--- config.mk ---
export PLATFORM = sky130hd
export DESIGN_NAME = pdua
export DESIGN_NICKNAME = d
export VERILOG_FILES = /design/src/rtl/pdua.sv
export SDC_FILE = /design/constraint.sdc
export NUM_CORES = 2
export LEC_CHECK = 0
export CAP_MARGIN = 20
export CORE_ASPECT_RATIO = 1.1
export CORE_MARGIN = 4
export CORE_UTILIZATION = 35
export CTS_CLUSTER_SIZE = 14
export DETAILED_ROUTE_END_ITERATION = 8
export PLACE_DENSITY_LB_ADDON = 0.25
export SLEW_MARGIN = 30
export SYNTH_ARGS = -nofsm -noshare
export SYNTH_HDL_FRONTEND = slang
export SYNTH_SLANG_ARGS = --single-unit
--- constraint.sdc ---
create_clock -name clk -period 6 [get_ports clk]
set_clock_uncertainty 0.2 [all_clocks]
set_input_delay 1.2 -clock clk [delete_from_list [all_inputs] [get_ports clk]]
set_output_delay 1.2 -clock clk [all_outputs]
set_load 0.005 [all_outputs]
--- src/rtl/pdua.sv ---
`default_nettype none
// ------------------------------------------------------------------------
// pdua : datapath of the PDUA 8-bit teaching processor     Rev 1.0
// ------------------------------------------------------------------------
module pdua #(
   parameter int MAX_WIDTH  = 8,
   parameter int ADDR_WIDTH = 3
) (
   input  logic                  clk,
   input  logic                  rst,
   input  logic                  wr_rdn,
   input  logic                  enaf,
   input  logic [2:0]            selop,
   input  logic [1:0]            shamt,
   output logic                  C,
   output logic                  N,
   output logic                  P,
   output logic                  Z,
   input  logic                  bank_wr_en,
   input  logic [ADDR_WIDTH-1:0] BusB_addr,
   input  logic [ADDR_WIDTH-1:0] BusC_addr,
   input  logic                  sclr,
   input  logic                  ir_en,
   input  logic                  mar_en,
   input  logic                  mdr_en,
   input  logic                  mdr_alu_n,
   output logic [4:0]            out_IR
);

   localparam int c_NREG  = 2 ** ADDR_WIDTH;
   localparam int c_DEPTH = 2 ** MAX_WIDTH;

   logic [MAX_WIDTH-1:0] r_bank [c_NREG];
   logic [MAX_WIDTH-1:0] r_ram  [c_DEPTH];
   logic [MAX_WIDTH-1:0] r_mar;
   logic [MAX_WIDTH-1:0] r_mdr;
   // Only the opcode field of IR is ever observed, so only it is stored.
   logic [4:0]           r_ir;
   logic                 r_c;
   logic                 r_n;
   logic                 r_p;
   logic                 r_z;

   logic [MAX_WIDTH-1:0] w_busa;
   logic [MAX_WIDTH-1:0] w_busb;
   logic [MAX_WIDTH-1:0] w_busc;
   logic [MAX_WIDTH:0]   w_sum;
   logic [MAX_WIDTH-1:0] w_y;
   logic                 w_opcy;
   logic [MAX_WIDTH-1:0] w_r;
   logic                 w_cy;

   assign w_busa = r_bank[c_NREG-1];
   assign w_busb = r_bank[BusB_addr];
   assign w_busc = mdr_alu_n ? r_mdr : w_r;

   always_comb begin
      w_sum  = '0;
      w_y    = '0;
      w_opcy = 1'b0;
      case (selop)
         3'b000: w_y = w_busb;
         3'b001: begin
            w_sum  = {1'b0, w_busa} + {1'b0, w_busb};
            w_y    = w_sum[MAX_WIDTH-1:0];
            w_opcy = w_sum[MAX_WIDTH];
         end
         3'b010: begin
            w_sum  = {1'b0, w_busa} + {1'b0, ~w_busb} + (MAX_WIDTH+1)'(1);
            w_y    = w_sum[MAX_WIDTH-1:0];
            w_opcy = w_sum[MAX_WIDTH];
         end
         3'b011: w_y = w_busa & w_busb;
         3'b100: w_y = w_busa ^ w_busb;
         3'b101: w_y = ~w_busb;
         3'b110: begin
            w_sum  = {1'b0, w_busb} + (MAX_WIDTH+1)'(1);
            w_y    = w_sum[MAX_WIDTH-1:0];
            w_opcy = w_sum[MAX_WIDTH];
         end
         default: w_y = w_busa | w_busb;
      endcase
   end

   // Any active shift replaces the operation carry with the bit shifted out.
   always_comb begin
      w_r  = w_y;
      w_cy = w_opcy;
      case (shamt)
         2'b01: begin
            w_r  = {w_y[MAX_WIDTH-2:0], 1'b0};
            w_cy = w_y[MAX_WIDTH-1];
         end
         2'b10: begin
            w_r  = {1'b0, w_y[MAX_WIDTH-1:1]};
            w_cy = w_y[0];
         end
         2'b11: begin
            w_r  = {w_y[MAX_WIDTH-1], w_y[MAX_WIDTH-1:1]};
            w_cy = w_y[0];
         end
         default: ;
      endcase
   end

   always_ff @(posedge clk or negedge rst) begin
      if (!rst) begin
         for (int i = 0; i < c_NREG; i++)
            r_bank[i] <= (i == 0) ? MAX_WIDTH'(1) : MAX_WIDTH'(i);
      end else if (bank_wr_en) begin
         r_bank[BusC_addr] <= w_busc;
      end
   end

   always_ff @(posedge clk or negedge rst) begin
      if (!rst) begin
         r_mar <= '0;
         r_mdr <= '0;
         r_ir  <= '0;
         r_c   <= 1'b0;
         r_n   <= 1'b0;
         r_p   <= 1'b0;
         r_z   <= 1'b0;
      end else if (sclr) begin
         r_mar <= '0;
         r_mdr <= '0;
         r_ir  <= '0;
         r_c   <= 1'b0;
         r_n   <= 1'b0;
         r_p   <= 1'b0;
         r_z   <= 1'b0;
      end else begin
         if (enaf) begin
            r_c <= w_cy;
            r_n <= w_r[MAX_WIDTH-1];
            r_z <= (w_r == '0);
            r_p <= ~^w_r;
         end
         if (mar_en)
            r_mar <= w_r;
         if (mdr_en)
            r_mdr <= wr_rdn ? w_r : r_ram[r_mar];
         if (ir_en)
            r_ir <= r_mdr[MAX_WIDTH-1:MAX_WIDTH-5];
      end
   end

   always_ff @(posedge clk) begin
      if (wr_rdn)
         r_ram[r_mar] <= r_mdr;
   end

   assign C      = r_c;
   assign N      = r_n;
   assign P      = r_p;
   assign Z      = r_z;
   assign out_IR = r_ir;

endmodule
`default_nettype wire

======== After elaboration in Yosys (flattened, before gate mapping) ========
Memory sizes are Yosys's and may differ from the RTL's.
Index checks and enable logic that the tools add are counted.
storage, ports and cells
  flip-flop bits (word level) ............. 89
  RAM bits ................................ 2048
  input port bits ......................... 21
  output and inout port bits .............. 9
  logic and storage cells ................. 75
  memories kept ........................... 1
cells by class
  add/sub/neg operators ................... 4
  $lt $le $gt $ge ......................... 3
  equality and inequality tests ........... 9
  muxes and demuxes ....................... 28
  bitwise logic cells ..................... 6
  reduce and logical (&&, ||, !) cells .... 9
memory list
  name   words  bits a word  read ports  clocked after Yosys merged registers in  wr ports  RTL line  text
  r_ram  256    8            1           0                                        1         34        logic [MAX_WIDTH-1:0] r_ram [c_DEPTH];
operators by type and width
  kind                   count
  $mux W8                9
  $bwmux W64             1
  $pmux W8 S7            1
  $bmux W8 S3            1
  $demux W8 S3           1
  $pmux W8 S3            1
  $add A8 B8 Y9          2
  $mux W1                10
  $mux W5                2
  $add A8 B1 Y9 const B  1
  $add A9 B1 Y9 const B  1
  $eq A3 B3 Y1 const B   3
  $and A8 B8 Y8          1
  $ge A4 B4 Y1 const B   2
  $logic_not A8 Y1       1
  $not A3 Y4             2
  $not A8 Y8             1
  $or A8 B8 Y8           1
  $reduce_bool A2 Y1     4
  $reduce_xnor A8 Y1     1
  $xor A8 B8 Y8          1
  $eq A3 B2 Y1 const B   2
  $eq A2 B2 Y1 const B   2
  $lt A4 B1 Y1 const B   1
  other kinds (7)        7

======== Longest topological paths before layout ========
  word-level depth ........................ 12
  gate-level depth with buffers ........... 21
  mapped depth without buffers ............ 18

======== Worst setup path before layout ========
No wires, ideal clock.
  path kind ............................... input -> register
  start ................................... input port BusB_addr[1]
  end ..................................... register r_p (netlist: P)
  setup time .............................. 0.132 ns
  data arrival time ....................... 5.397 ns
  data required time ...................... 5.668 ns
  slack ................................... 0.271 ns
  cell stages on the path ................. 21
  buffers on the path ..................... 3
  cell sequence ........................... buf_6 -> buf_12 -> mux4_2 -> mux2i_2 -> inv_2 -> ha_1 -> fa_1 -> o21bai_1 -> a211oi_1 -> nor3_1 -> mux2_2 -> a211oi_1 -> a21oi_1 -> a211oi_1 -> buf_2 -> ha_1 -> xnor2_1 -> xnor2_1 -> nor2_1 -> a21oi_1 -> nor2_1
between the ends
  longest elaborated chain between the ends .. 12
  elaborated cells on any way between the ends .. 17
  classes of those cells .................. add/sub: 4; mux: 7; bitwise: 5; reduce/logical: 1
RTL lines
  item                                           RTL line  text
  start, declared                                20        input logic [ADDR_WIDTH-1:0] BusB_addr,
  $not A3 Y4 (not written as such) *             54        assign w_busb = r_bank[BusB_addr];
  $bmux W8 S3 *                                  54
  $mux W8 (not written as such) * (2 in series)  54
  $not A8 Y8                                     69, 75
  $add A8 B8 Y9                                  69        w_sum = {1'b0, w_busa} + {1'b0, ~w_busb} + (MAX_WIDTH+1)'(1);
  $add A9 B1 Y9                                  69
  $pmux W8 S7 *                                  61        case (selop)
  $pmux W8 S3 *                                  89        case (shamt)
  $reduce_xnor A8 Y1 *                           137       r_p <= ~^w_r;
  $mux W1 *                                      133       if (enaf) begin
  $mux W1 *                                      124       end else if (sclr) begin
  end signal, assigned                           137
  end, declared                                  41        logic r_p;
Mark *: on every way between the ends. The rest lies on a longest branch, timed or not. The select of a mux whose other input is x is not followed.
A chain may end at the register's enable or synchronous reset.

======== Worst setup path in the final report ========
Same ends and word-level chain as after synthesis.

==> run summary <==
reg-to-reg slack, setup: 1.05 ns
total core area: 0.2414 mm²
cts repair resizes: 0
routed vias: 41,680
Sw Ratio: 0.2491
layout cell share with drive strength beyond 1: 0.2811
Slew HR: 0.2691
Final GP Congestion: 0.8803
FF+latch area: 0.06379 mm²
Fin. Hold Viols: 0
fin nets: 4,353
dominant cell type by area after synthesis: edfxtp_1
vias per cell: 5.392
Inst Count DP: 7,328
Seq pwr share: 0.503
max_cap viols: 0
worst hold path type: in -> async
Setup-failing EPs final: 0
main flop type after synthesis: edfxtp_1
post-CTS setup buffers: 0
Clock Power Share: 0.380
Max Root-Sink Buffers: 3
synth top area cells: edfxtp_1 (72%), mux4_2 (17%), dfrtp_1 (2.2%)
Row Count: 189
Avg Cell Area, Syn: 20.99 µm²
CP arrival: 6.07 ns
Routed Antenna Nets: 0
cell internal pwr: 0.02572 W
Setup TNS: 0 ns
Pleak: 30.21 nW
chip height: 525.1 µm
dpl cell area: 0.09052 mm²
initial drt markers: 4,076
Comb pwr share: 0.117
total grt overflow: 0
Netlist cell types: 79
Avg WL per Cell: 29.07 µm
Post-Route WL: 224.7 mm
clk sink count: 2,137
Cell Pwr Density: 351.7 mW/mm²
min Tclk post-route: 5.541 ns
reg-to-reg startpoint: w_busa[0]
Worst Max-Slew Pin Slew: 1.096 ns
CTS tree: built
synthesized flop and latch total: 2,137
crit end category: flop
CTS clk-pin slew, worst paths: 0.07 ns
Starting Density: 0.3523
area of the multi-input gates: 0.02006 mm²
EDFF count, synth: 2,048
final period utilization: 0.9235
CTS Hold Bufs: 0
fin cells: 7,730
DRT Pass-1 Iters: 7
RSZ-0062 raised after global routing: no
# port buffers: 29
max-slew violation count: 0
filler instances: 21,270
worst r2r path cells: 19
clock root buffer: clkbuf_16
startpoint types: primary input
initial antenna violation count: 2
register area share after synthesis: 0.7493
yosys warns: 0
peak supply drop: 0.3127 mV
ys async rst share: 0.04165
Worst-Skew Late Latency: 0.88 ns
Critical Path RT: 6.53 ns
CTS H-tree lvls: 4
DRC viols: 0
CP Launch Point: BusB_addr[1]
cts bufs inserted: 212
Layout area overhead: 14.47%
hpwl dp: 141.6 mm
CP Class: in -> reg
Critical Path Fanout Max: 6
# IOs: 30
Total GRT Usage: 0.1776
die width: 478.1 µm
Post-Synthesis Cells: 4,052
Layout Cell Area excl Fill: 0.09738 mm²
Net Count, Synth: 4,107
FMAX: 180.5 MHz
DIE AREA: 0.2510 mm²
post-synth top area share: 0.7229
Mapped Area: 0.08507 mm²
Psw: 0.008530 W
endpoint of the lowest-slack register-to-register path: P
vias in the first global route: 43,370
first-pass GRT wire length: 325.0 mm
largest net degree at the start of global routing: 218
status: finished, final reports clean
## final cells by class
type | count | share of cell area
multi-input combinational | 1625 | 0.2060
inverter | 37 | 0.001503
timing repair buffer | 285 | 0.02617
clock buffer | 267 | 0.05702
tap | 3247 | 0.04172
sequential | 2137 | 0.6551
clock inverter | 131 | 0.01243
antenna | 1 | 0.00002570
## worst max-delay path by stage
stage               to
floorplan            P
global placement     P
detailed placement   P
CTS                  P
global route         P
finish               P
## worst max-delay path: stages
cell and delay (ns):
clkdlybuf4s50_1 0.56, buf_4 0.21, mux4_1 0.61, mux2i_4 0.20, inv_2 0.08, fa_1 0.40, o21bai_1 0.25, a211oi_1 0.14
nor3_1 0.30, mux2_2 0.37, a211oi_1 0.37, buf_4 0.19, a21oi_1 0.07, a211oi_2 0.25, ha_1 0.29, xnor2_1 0.19
xnor2_1 0.14, nor2_1 0.06, a21oi_1 0.12, nor2_1 0.05
## kinds of logic (layout without fill, tap and decap cells)
logic type,after synthesis,after routing,synth area share
AO/OA/AOI/OAI,298,298,0.02399
flip-flops,2137,2137,0.7493
multiplexers,690,690,0.1752
adder cells (fa/ha/maj),34,34,0.005177
buffers and inverters,290,720,0.01530
other,0,1,0
XOR/XNOR,10,10,0.001030
AND/OR/NAND/NOR,593,593,0.03003
## metrics by stage
step / util / worst slack (ns) / power [W] / hold slack, ns
after detailed placement: 0.3749 / -0.3038 / 0.02156 / 0.2814
after global routing: 0.4033 / 0.1836 / 0.03544 / 0.1380
final: 0.4033 / 0.4591 / 0.03425 / 0.1378
after global placement: 0.3747 / -0.3493 / 0.02151 / 0.2700
after CTS: 0.4029 / 0.6204 / 0.03455 / 0.08848
after floorplan: - / 0.2714 / 0.01986 / 0.2419
## synthesized netlist by cell type, drive strengths merged, types with 8 or more instances
cell type and instances:
dfrtp 76, a21oi 45, a311oi 8, nand3 28, nand2 115, clkbuf 138, edfxtp 2048, nor3 55
inv 37, nor2b 16, o211ai 10, and2 9, o22ai 50, a2111oi 10, nor2 316, nand2b 16
a31oi 9, o221ai 21, mux2 18, dfstp 13, ha 32, nor4 11, mux2i 41, buf 115
nand4 8, o21ai 66, a211oi 17, mux4 631
## power groups by stage
stage / clock network (W) / logic [W] / registers [W]
floorplan: 0 / 0.00217 / 0.0177
global placement: 0 / 0.00395 / 0.0176
detailed placement: 0 / 0.00401 / 0.0176
CTS: 0.0133 / 0.00401 / 0.0172
global route: 0.0139 / 0.00426 / 0.0172
finish: 0.0130 / 0.00400 / 0.0172
## routing by layer
metal	vias up	GRT usage	wire length (µm)
met3	339	0.03287	12960
met5	-	0	0
met2	1290	0.2917	110800
li1	17400	-	-
met4	0	0.06527	8434
met1	22650	0.2366	92560
## registers in the layout, summed over array words and instances, names as in the netlist
register and count:
C 1, N 1, out_IR 5, Z 1, P 1, w_busa 8, r_mdr 8, r_mar 8
r_bank 56, r_ram 2048
## cells in the final DEF, fill, tap and decap left out, drive strengths merged, types with 11 or more instances in the layout
cell type and instances:
o221ai 21, nor3 55, nand2 115, ha 32
nand3 28, inv 53, dfrtp 76, a211oi 17
bufinv 15, clkdlybuf4s50 28, o22ai 50, buf 257
nor2 316, edfxtp 2048, nor2b 16, mux2i 41
clkinv 96, mux2 18, dfstp 13, a21oi 45
mux4 631, clkbuf 267, o21ai 66, nand2b 16
nor4 11
(Power assumes the default switching activity.)
